### src/rtl/rr_sel_pkg.sv
// rtl/rr_sel_pkg.sv - shared types and helpers for the round-robin select arbiter
package rr_sel_pkg;

  typedef enum logic {
    IDLE = 1'b0,
    BUSY = 1'b1
  } arb_state_t;

  // Beat counter needs at least one bit even when BURST is 1.
  function automatic int cnt_width(input int burst);
    return (burst > 1) ? $clog2(burst) : 1;
  endfunction

endpackage

### src/rtl/rr_pick.sv
// rtl/rr_pick.sv - first active request at or after ptr, wrapping modulo 2**N
module rr_pick #(
  parameter int N = 3
) (
  input  logic [2**N-1:0] req,
  input  logic [N-1:0]    ptr,
  output logic [N-1:0]    idx,
  output logic            found
);

  localparam int M = 2**N;

  logic [N-1:0] cand;

  // Scan from the far end back toward ptr so the closest hit is written last.
  always_comb begin
    idx   = ptr;
    found = 1'b0;
    cand  = '0;
    for (int k = M - 1; k >= 0; k--) begin
      cand = ptr + N'(k);
      if (req[cand]) begin
        idx   = cand;
        found = 1'b1;
      end
    end
  end

endmodule

### src/rtl/rr_sel_arbiter.sv
// rtl/rr_sel_arbiter.sv - round-robin arbiter driving the mux select, with per-grant burst limit
module rr_sel_arbiter
  import rr_sel_pkg::*;
#(
  parameter int N     = 3,
  parameter int BURST = 4
) (
  input  logic            clk,
  input  logic            reset,
  input  logic [2**N-1:0] req,
  output logic [2**N-1:0] req_ready,
  input  logic            out_ready,
  output logic            out_valid,
  output logic [N-1:0]    sel,
  output logic [2**N-1:0] grant
);

  localparam int M  = 2**N;
  localparam int CW = cnt_width(BURST);
  localparam logic [CW-1:0] CNT_LAST = CW'(BURST - 1);

  arb_state_t   state;
  logic [N-1:0] ptr;
  logic [CW-1:0] cnt;

  logic         busy;
  logic         owner_req;
  logic         transfer;
  logic         release_owner;
  logic [N-1:0] ptr_nxt;
  logic [N-1:0] pick_idx;
  logic         pick_found;
  logic [M-1:0] pick_onehot;

  assign busy      = (state == BUSY);
  assign owner_req = req[sel];
  assign out_valid = busy && owner_req;
  assign req_ready = grant & {M{out_ready && busy}};
  assign transfer  = out_valid && out_ready;

  assign release_owner = busy && (!owner_req || (transfer && (cnt == CNT_LAST)));

  // Releasing owner moves priority past itself before the same-cycle re-pick.
  assign ptr_nxt = release_owner ? (sel + N'(1)) : ptr;

  rr_pick #(
    .N(N)
  ) u_pick (
    .req  (req),
    .ptr  (ptr_nxt),
    .idx  (pick_idx),
    .found(pick_found)
  );

  assign pick_onehot = M'(1) << pick_idx;

  always_ff @(posedge clk or posedge reset) begin
    if (reset) begin
      state <= IDLE;
      sel   <= '0;
      grant <= '0;
      ptr   <= '0;
      cnt   <= '0;
    end else begin
      ptr <= ptr_nxt;
      case (state)
        IDLE: begin
          if (pick_found) begin
            state <= BUSY;
            sel   <= pick_idx;
            grant <= pick_onehot;
            cnt   <= '0;
          end
        end
        BUSY: begin
          if (release_owner) begin
            cnt <= '0;
            if (pick_found) begin
              sel   <= pick_idx;
              grant <= pick_onehot;
            end else begin
              state <= IDLE;
              grant <= '0;
            end
          end else if (transfer) begin
            cnt <= cnt + CW'(1);
          end
        end
        default: begin
          state <= IDLE;
          grant <= '0;
        end
      endcase
    end
  end

endmodule
### config.mk
export PLATFORM = sky130hd
export DESIGN_NAME = rr_sel_arbiter
export DESIGN_NICKNAME = d
export VERILOG_FILES = /design/src/rtl/rr_sel_pkg.sv /design/src/rtl/rr_pick.sv /design/src/rtl/rr_sel_arbiter.sv
export SDC_FILE = /design/constraint.sdc
export NUM_CORES = 1
export LEC_CHECK = 0
export ABC_AREA = 0
export CAP_MARGIN = 20
export CELL_PAD_IN_SITES_DETAIL_PLACEMENT = 1
export CELL_PAD_IN_SITES_GLOBAL_PLACEMENT = 1
export CORE_ASPECT_RATIO = 2
export CORE_MARGIN = 2
export CORE_UTILIZATION = 33
export DETAILED_ROUTE_END_ITERATION = 6
export PLACE_DENSITY_LB_ADDON = 0.1
export RECOVER_POWER = 50
export SYNTH_ARGS = -nofsm -noshare
export SYNTH_HDL_FRONTEND = slang
export SYNTH_SLANG_ARGS = --single-unit
### constraint.sdc
create_clock -name clk -period 14 [get_ports clk]
set_input_delay 2.1 -clock clk [delete_from_list [all_inputs] [get_ports clk]]
set_output_delay 2.1 -clock clk [all_outputs]
set_load 0.01 [all_outputs]
* Word-level counts from Yosys, hierarchy flattened
Index checks and enable logic that the tools add are counted.
W data, S select, Z words.
** Operators by class
- Multiply operators :: 0
- $lt $le $gt $ge :: 9
- Mux-type cells :: 49
- Reduce and logical (&&, ||, !) cells :: 9
- Add/sub/neg operators :: 9
- Bitwise operators :: 2
- Equal/unequal tests :: 4
- Shift-type cells :: 1
- Divide/modulo/power cells :: 0
** Operators by type and width (count)
- $lt A3 B4 Y1 const B :: 9
- $mux W3 :: 11
- $bmux W1 S3 :: 9
- $mux W8 :: 3
- $mux W1 :: 19
- $pmux W8 S2 :: 1
- $add A3 B3 Y3 const B :: 4
- $and A8 B8 Y8 :: 1
- $shl A1 B3 Y8 const A :: 1
- $add A3 B1 Y3 const B :: 2
- $add A3 B2 Y3 const B :: 2
- $mux W2 :: 3
- $pmux W3 S2 :: 1
- $logic_and A1 B1 Y1 :: 5
- $pmux W2 S2 :: 1
- $reduce_and A2 Y1 :: 2
- $ne A3 B1 Y1 const B :: 1
- $add A2 B1 Y2 const B :: 1
- $eq A2 B2 Y1 const B :: 1
- $ne A2 B1 Y1 const B :: 1
- $ne A2 B2 Y1 const B :: 1
- $pmux W1 S2 :: 1
- $logic_not A1 Y1 :: 1
- $logic_or A1 B1 Y1 :: 1
- $not A1 Y1 :: 1
** Word-level totals
- Register bits :: 17
- Word-level logic and storage cells :: 88
- Output and inout port bits :: 20
- Input bits :: 11
- RAM bits :: 0
- Memory bits (read-only) :: 0
- Latch bits :: 0
- Memories :: 0

* Longest topological paths before layout
- Word-level depth :: 23
- Gate-level depth with buffers :: 18
- Mapped depth without buffers :: 15

* By module
A second synthesis with hierarchy kept.
** Unflattened totals
- Cell total of the unflattened synthesis :: 199
- Area, all modules :: 1918.1 µm²
** By module, submodules not included
- rr_sel_arbiter :: times used 1, cells an instance 97, area an instance 1027.2 µm²
- rr_pick :: times used 1, cells an instance 102, area an instance 890.9 µm²

* Worst setup path after synthesis
OpenSTA, ideal clock, no wires.
- Path kind :: input-to-reg
- From :: in req[4]
- To :: reg sel[2]
- Path slack :: 8.061 ns
- Data required time :: 13.875 ns
- Buffers on the path :: 4
- Stages :: 14
- Arrival :: 5.814 ns
- Setup time :: 0.125 ns
- Cells stage by stage :: mux2_4 o22a_1 nand2_1 buf_4 mux2i_4 clkbuf_1 ha_1 clkbuf_1 mux4_2 or3_1 or3_1 buf_2 nand2_4 mux2_2
** On the way
- Word-level cells in the longest chain between the ends :: 22
- Elaborated cells between the ends (all ways) :: 52
- Those cells by class :: 7 x add/sub; 1 x eq/ne; 38 x mux; 6 x reduce/logical
** Ends and longest elaborated chain
- from (decl) :: RTL line rr_sel_arbiter.sv:10 : input logic [2**N-1:0] req,
- $bmux W1 S3 * :: RTL line rr_sel_arbiter.sv:36 : assign owner_req = req[sel];
- $mux W1 (not written as such) * :: RTL line rr_sel_arbiter.sv:36
- $logic_and A1 B1 Y1 :: RTL line rr_sel_arbiter.sv:37 : assign out_valid = busy && owner_req;
- $logic_and A1 B1 Y1 :: RTL line rr_sel_arbiter.sv:39 : assign transfer = out_valid && out_ready;
- $logic_and A1 B1 Y1 :: RTL line rr_sel_arbiter.sv:41 : assign release_owner = busy && (!owner_req || (transfer && (cnt == CNT_LAST)));
- $logic_or A1 B1 Y1 * :: RTL line rr_sel_arbiter.sv:41
- $logic_and A1 B1 Y1 * :: RTL line rr_sel_arbiter.sv:41
- $mux W3 * :: RTL line rr_sel_arbiter.sv:44 : assign ptr_nxt = release_owner ? (sel + N'(1)) : ptr;
- via ptr_nxt[1] :: RTL line rr_sel_arbiter.sv:30 : logic [N-1:0] ptr_nxt;
- $add A3 B3 Y3 :: RTL line rr_pick.sv:21 : cand = ptr + N'(k);
- $bmux W1 S3 :: RTL line rr_pick.sv:22 : if (req[cand]) begin
- $mux W1 (not written as such) :: RTL line rr_pick.sv:22
- $mux W3 or $mux W1 (tied branches) (8 in a row) :: RTL line rr_pick.sv:22
- $mux W3 * :: RTL line rr_sel_arbiter.sv:68, rr_sel_arbiter.sv:78
- $mux W3 :: RTL line rr_sel_arbiter.sv:76 : if (release_owner) begin
- $pmux W3 S2 * :: RTL line rr_sel_arbiter.sv:66 : case (state)
- to (signal assigned) :: RTL line rr_sel_arbiter.sv:70 : sel <= pick_idx;
- to (signal assigned) :: RTL line rr_sel_arbiter.sv:79 : sel <= pick_idx;
- to (decl) :: RTL line rr_sel_arbiter.sv:14 : output logic [N-1:0] sel,
The timed path passes the listed nets; every way through them passes the cells marked *. The select of a mux whose other input is x is not followed.
A chain may end at the register's enable or synchronous reset.

* Worst setup path after layout
- From :: in req[4]
- To :: reg grant[6]
** On the way
- Word-level cells in the longest chain between the ends :: 23
- Elaborated cells between the ends (all ways) :: 56
- Those cells by class :: 7 x add/sub; 2 x eq/ne; 1 x shift; 39 x mux; 7 x reduce/logical
** Ends and longest elaborated chain
- $bmux W1 S3 :: RTL line rr_sel_arbiter.sv:36
- $mux W1 (not written as such) :: RTL line rr_sel_arbiter.sv:36
- $logic_and A1 B1 Y1 :: RTL line rr_sel_arbiter.sv:37
- $logic_and A1 B1 Y1 :: RTL line rr_sel_arbiter.sv:39
- $logic_and A1 B1 Y1 :: RTL line rr_sel_arbiter.sv:41
- $logic_or A1 B1 Y1 :: RTL line rr_sel_arbiter.sv:41
- $logic_and A1 B1 Y1 :: RTL line rr_sel_arbiter.sv:41
- $mux W3 :: RTL line rr_sel_arbiter.sv:44
- $add A3 B3 Y3 :: RTL line rr_pick.sv:21
- $bmux W1 S3 :: RTL line rr_pick.sv:22
- $mux W1 (not written as such) :: RTL line rr_pick.sv:22
- $mux W3 (8 in a row) :: RTL line rr_pick.sv:22
- $shl A1 B3 Y8 :: RTL line rr_sel_arbiter.sv:55 : assign pick_onehot = M'(1) << pick_idx;
- $mux W8 :: RTL line rr_sel_arbiter.sv:78 : if (pick_found) begin
- $mux W8 :: RTL line rr_sel_arbiter.sv:76
- $pmux W8 S2 :: RTL line rr_sel_arbiter.sv:66
- to (signal assigned) :: RTL line rr_sel_arbiter.sv:71 : grant <= pick_onehot;
- to (signal assigned) :: RTL line rr_sel_arbiter.sv:80 : grant <= pick_onehot;
- to (decl) :: RTL line rr_sel_arbiter.sv:15 : output logic [2**N-1:0] grant
Parallel ways exist; a longest one is shown, timed or not. The select of a mux whose other input is x is not followed.

==> results.toml <==
[sta]
rsz0062_at_grt = "no"
hold_viol = 0
worstMarginPinSlew_ns = 1.00
post-route-period-util = 0.504
final_max_slew_viol_count = 0
finalClockSkew_ns = 0.00424
max_freq_ghz = 0.142
fin_crit_ns = 7.06
max_slew_margin = 0.324
worst_slack_ns = 6.94
fin_setup_tns_ns = 0
setup_violations = 0

[global_route]
busiest_layer = "met2"
grt_use_total = 0.204
use_met3 = 0.0149
gr-usage-met2 = 0.404
grt_util_met1 = 0.230
grt_max_degree = 23
overflow = 0
grt_pass1_wl_um = 12000
antenna_found_initial = 0
grt_pass1_vias = 2201

[logic_synthesis]
ys_seq_area_frac = 0.191
ys_ff_latch = 17
synth_edf_count = 0
synth_cell_types = 64
syn_avg_cell_area_um2 = 8.61
synth_top_flop_cell = "dfrtp_1"
syn-num-nets = 274
yosysWarnings = 0
yosys-top-cells-area = "dfrtp_1 19%, mux2i_1 8.5%, nand2_1 5.9%, mux2_2 4.0%, mux2i_4 4.0%"
synth_top_area_frac = 0.191
yosysTopAreaCell = "dfrtp_1"
synthArstFlopShare = 1.00
syn_area_um2 = 2230
syn_inst = 259

[finish]
layout_common_cells = "35 x nand2_1, 19 x mux2i_1, 19 x clkdlybuf4s50_1, 17 x dfrtp_1, 15 x o21ai_0"
area_growth_pct = 18.6
layout.nets = 295
diodes = 0
register_area_um2 = 425
drive_above_1_share = 0.136
layout_commonest_cell = "nand2_1"
fill_cells = 780
multi_input_area_um2 = 1690

[setup_path]
cp_max_fo = 19
critPathLaunch = "req[4]"
worstReg2RegStart = "sel[0]$_DFFE_PP0P_"
crit_type = "input port to flip-flop"
slowest_stage = "mux2i_4"
crit_top_cell = "or3_1"
slowest_delay_ns = 0.62
start_kind = "input port"
cp.arrival_ns = 7.20
worstPathCellList = "clkdlybuf4s50_1 -> mux2_4 -> o22a_1 -> nand2_1 -> mux2i_4 -> inv_1 -> ha_1 -> xor2_1 -> mux2i_2 -> mux4_2 -> or3_1 -> or3_1 -> nand2_4 -> nor2_1 -> a32o_1"
crit_path_end_kind = "flip-flop"
required_ns = 14.14

[clock_tree]
hold_buffers = 0
path_clk_slew_ns = 0.05
htreeDepth = 1
insertion_delay_ns = 0.25
cts_tree = "done"
cts_setup_buffers = 0
clkSinkCount = 17
cts-root-buf = "clkbuf_16"
cts_buffers = 3
post_cts_resize_count = 0
ctsLongestPathBuffers = 2

[floorplan]
core_um2 = 6570
fp.dieArea_um2 = 7470
start_util = 0.340
die_x_um = 62.1
dieHeight_um = 120
fp-row-count = 42
pin_count = 31

[drt]
avgViaCountPerCell = 5.90
drt_iter0_markers = 105
wire_per_inst_um = 20.1
drc_errors = 0
detail-route-antenna-nets = 0
via_count = 2167
dr.pass1.iters = 4
drt_wl_total_um = 7390

[job]
cap_violations = 0

[placement]
place.gp.congestion = 0.916
pre_cts_slack_ns = 6.71
dp_hpwl_um = 5900
port_buffers = 30

[hold_path]
min_path_type = "flip-flop to flip-flop"
min_from = "grant[3]$_DFFE_PP0P_"

[status]
status = "finished, final reports clean"
-- through the flow --
stage	utilization	hold WS (ns)	std cells	cell area, um2
after detailed placement	0.390	0.489	363	2560
final	0.403	0.493	367	2650
after global placement	0.390	0.480	363	2560
after CTS	0.403	0.501	367	2650
after floorplan	-	0.463	259	2230
after global routing	0.403	0.539	367	2650
-- per-layer routing --
layer	vias up	part of all wire
met1	1068	0.39
met5	-	0
met4	0	0.022
li1	1042	-
met2	46	0.56
met3	11	0.022
-- sequential cells by signal, summed over array words and instances (netlist names) --
register,count
sel,3
cnt,2
busy,1
grant,8
ptr,3
-- path summary, 6_finish.rpt --
kind	end	slack [ns]	cells past startpoint
worst max register to register	grant[6]$_DFFE_PP0P_	8.53	14
worst min-delay path	grant[3]$_DFFE_PP0P_	0.49	2
worst min register to register	grant[3]$_DFFE_PP0P_	0.49	2
max in group asynchronous	sel[0]$_DFFE_PP0P_	11.18	2
min in group asynchronous	sel[2]$_DFFE_PP0P_	2.39	2
worst max-delay path	grant[6]$_DFFE_PP0P_	6.94	15
-- Yosys cell counts (all sizes together) (2+ instances only) --
master,instances
or3,4
xnor2,4
mux4,4
nor3,7
a32o,7
nand2,36
a211oi,2
nand2b,4
clkbuf,9
nor4b,2
nor2,13
nand3,7
o31ai,4
mux2,10
o21ai,18
o22ai,4
and3,10
mux2i,24
nor4,4
a22o,3
nor2b,2
inv,8
a311oi,3
ha,4
dfrtp,17
a22oi,5
buf,6
xor2,3
a21oi,12
o211ai,3
-- critical path: cells and delay by family --
| family | cells | cell delay (ns) |
|---|---|---|
| xor+xnor | 1 | 0.19 |
| compound gates | 2 | 0.53 |
| fa+ha+maj | 1 | 0.32 |
| simple gates | 5 | 1.44 |
| mux | 4 | 1.86 |
| buf+inv | 2 | 0.74 |
-- cell families (layout without fill, tap and decap cells) --
kind of cell	after synthesis	after routing	synth area share
XOR/XNOR	7	7	0.0275
adder cells (fa/ha/maj)	4	4	0.0224
AND/OR/NAND/NOR	94	94	0.211
flip-flops	17	17	0.191
AO/OA/AOI/OAI	76	76	0.271
multiplexers	38	38	0.226
buffers and inverters	23	43	0.0510
-- final cells by class --
type,instances,share of cell area
Clock inverter,1,0.00189
Multi-Input combinational cell,219,0.640
Sequential cell,17,0.161
Timing Repair Buffer,31,0.116
Tap cell,88,0.0416
Clock buffer,3,0.0284
Inverter,8,0.0114
Power is left out: the tool's default activity adds up to more than one toggle a clock period on the data nets, which glitch-free logic cannot reach.
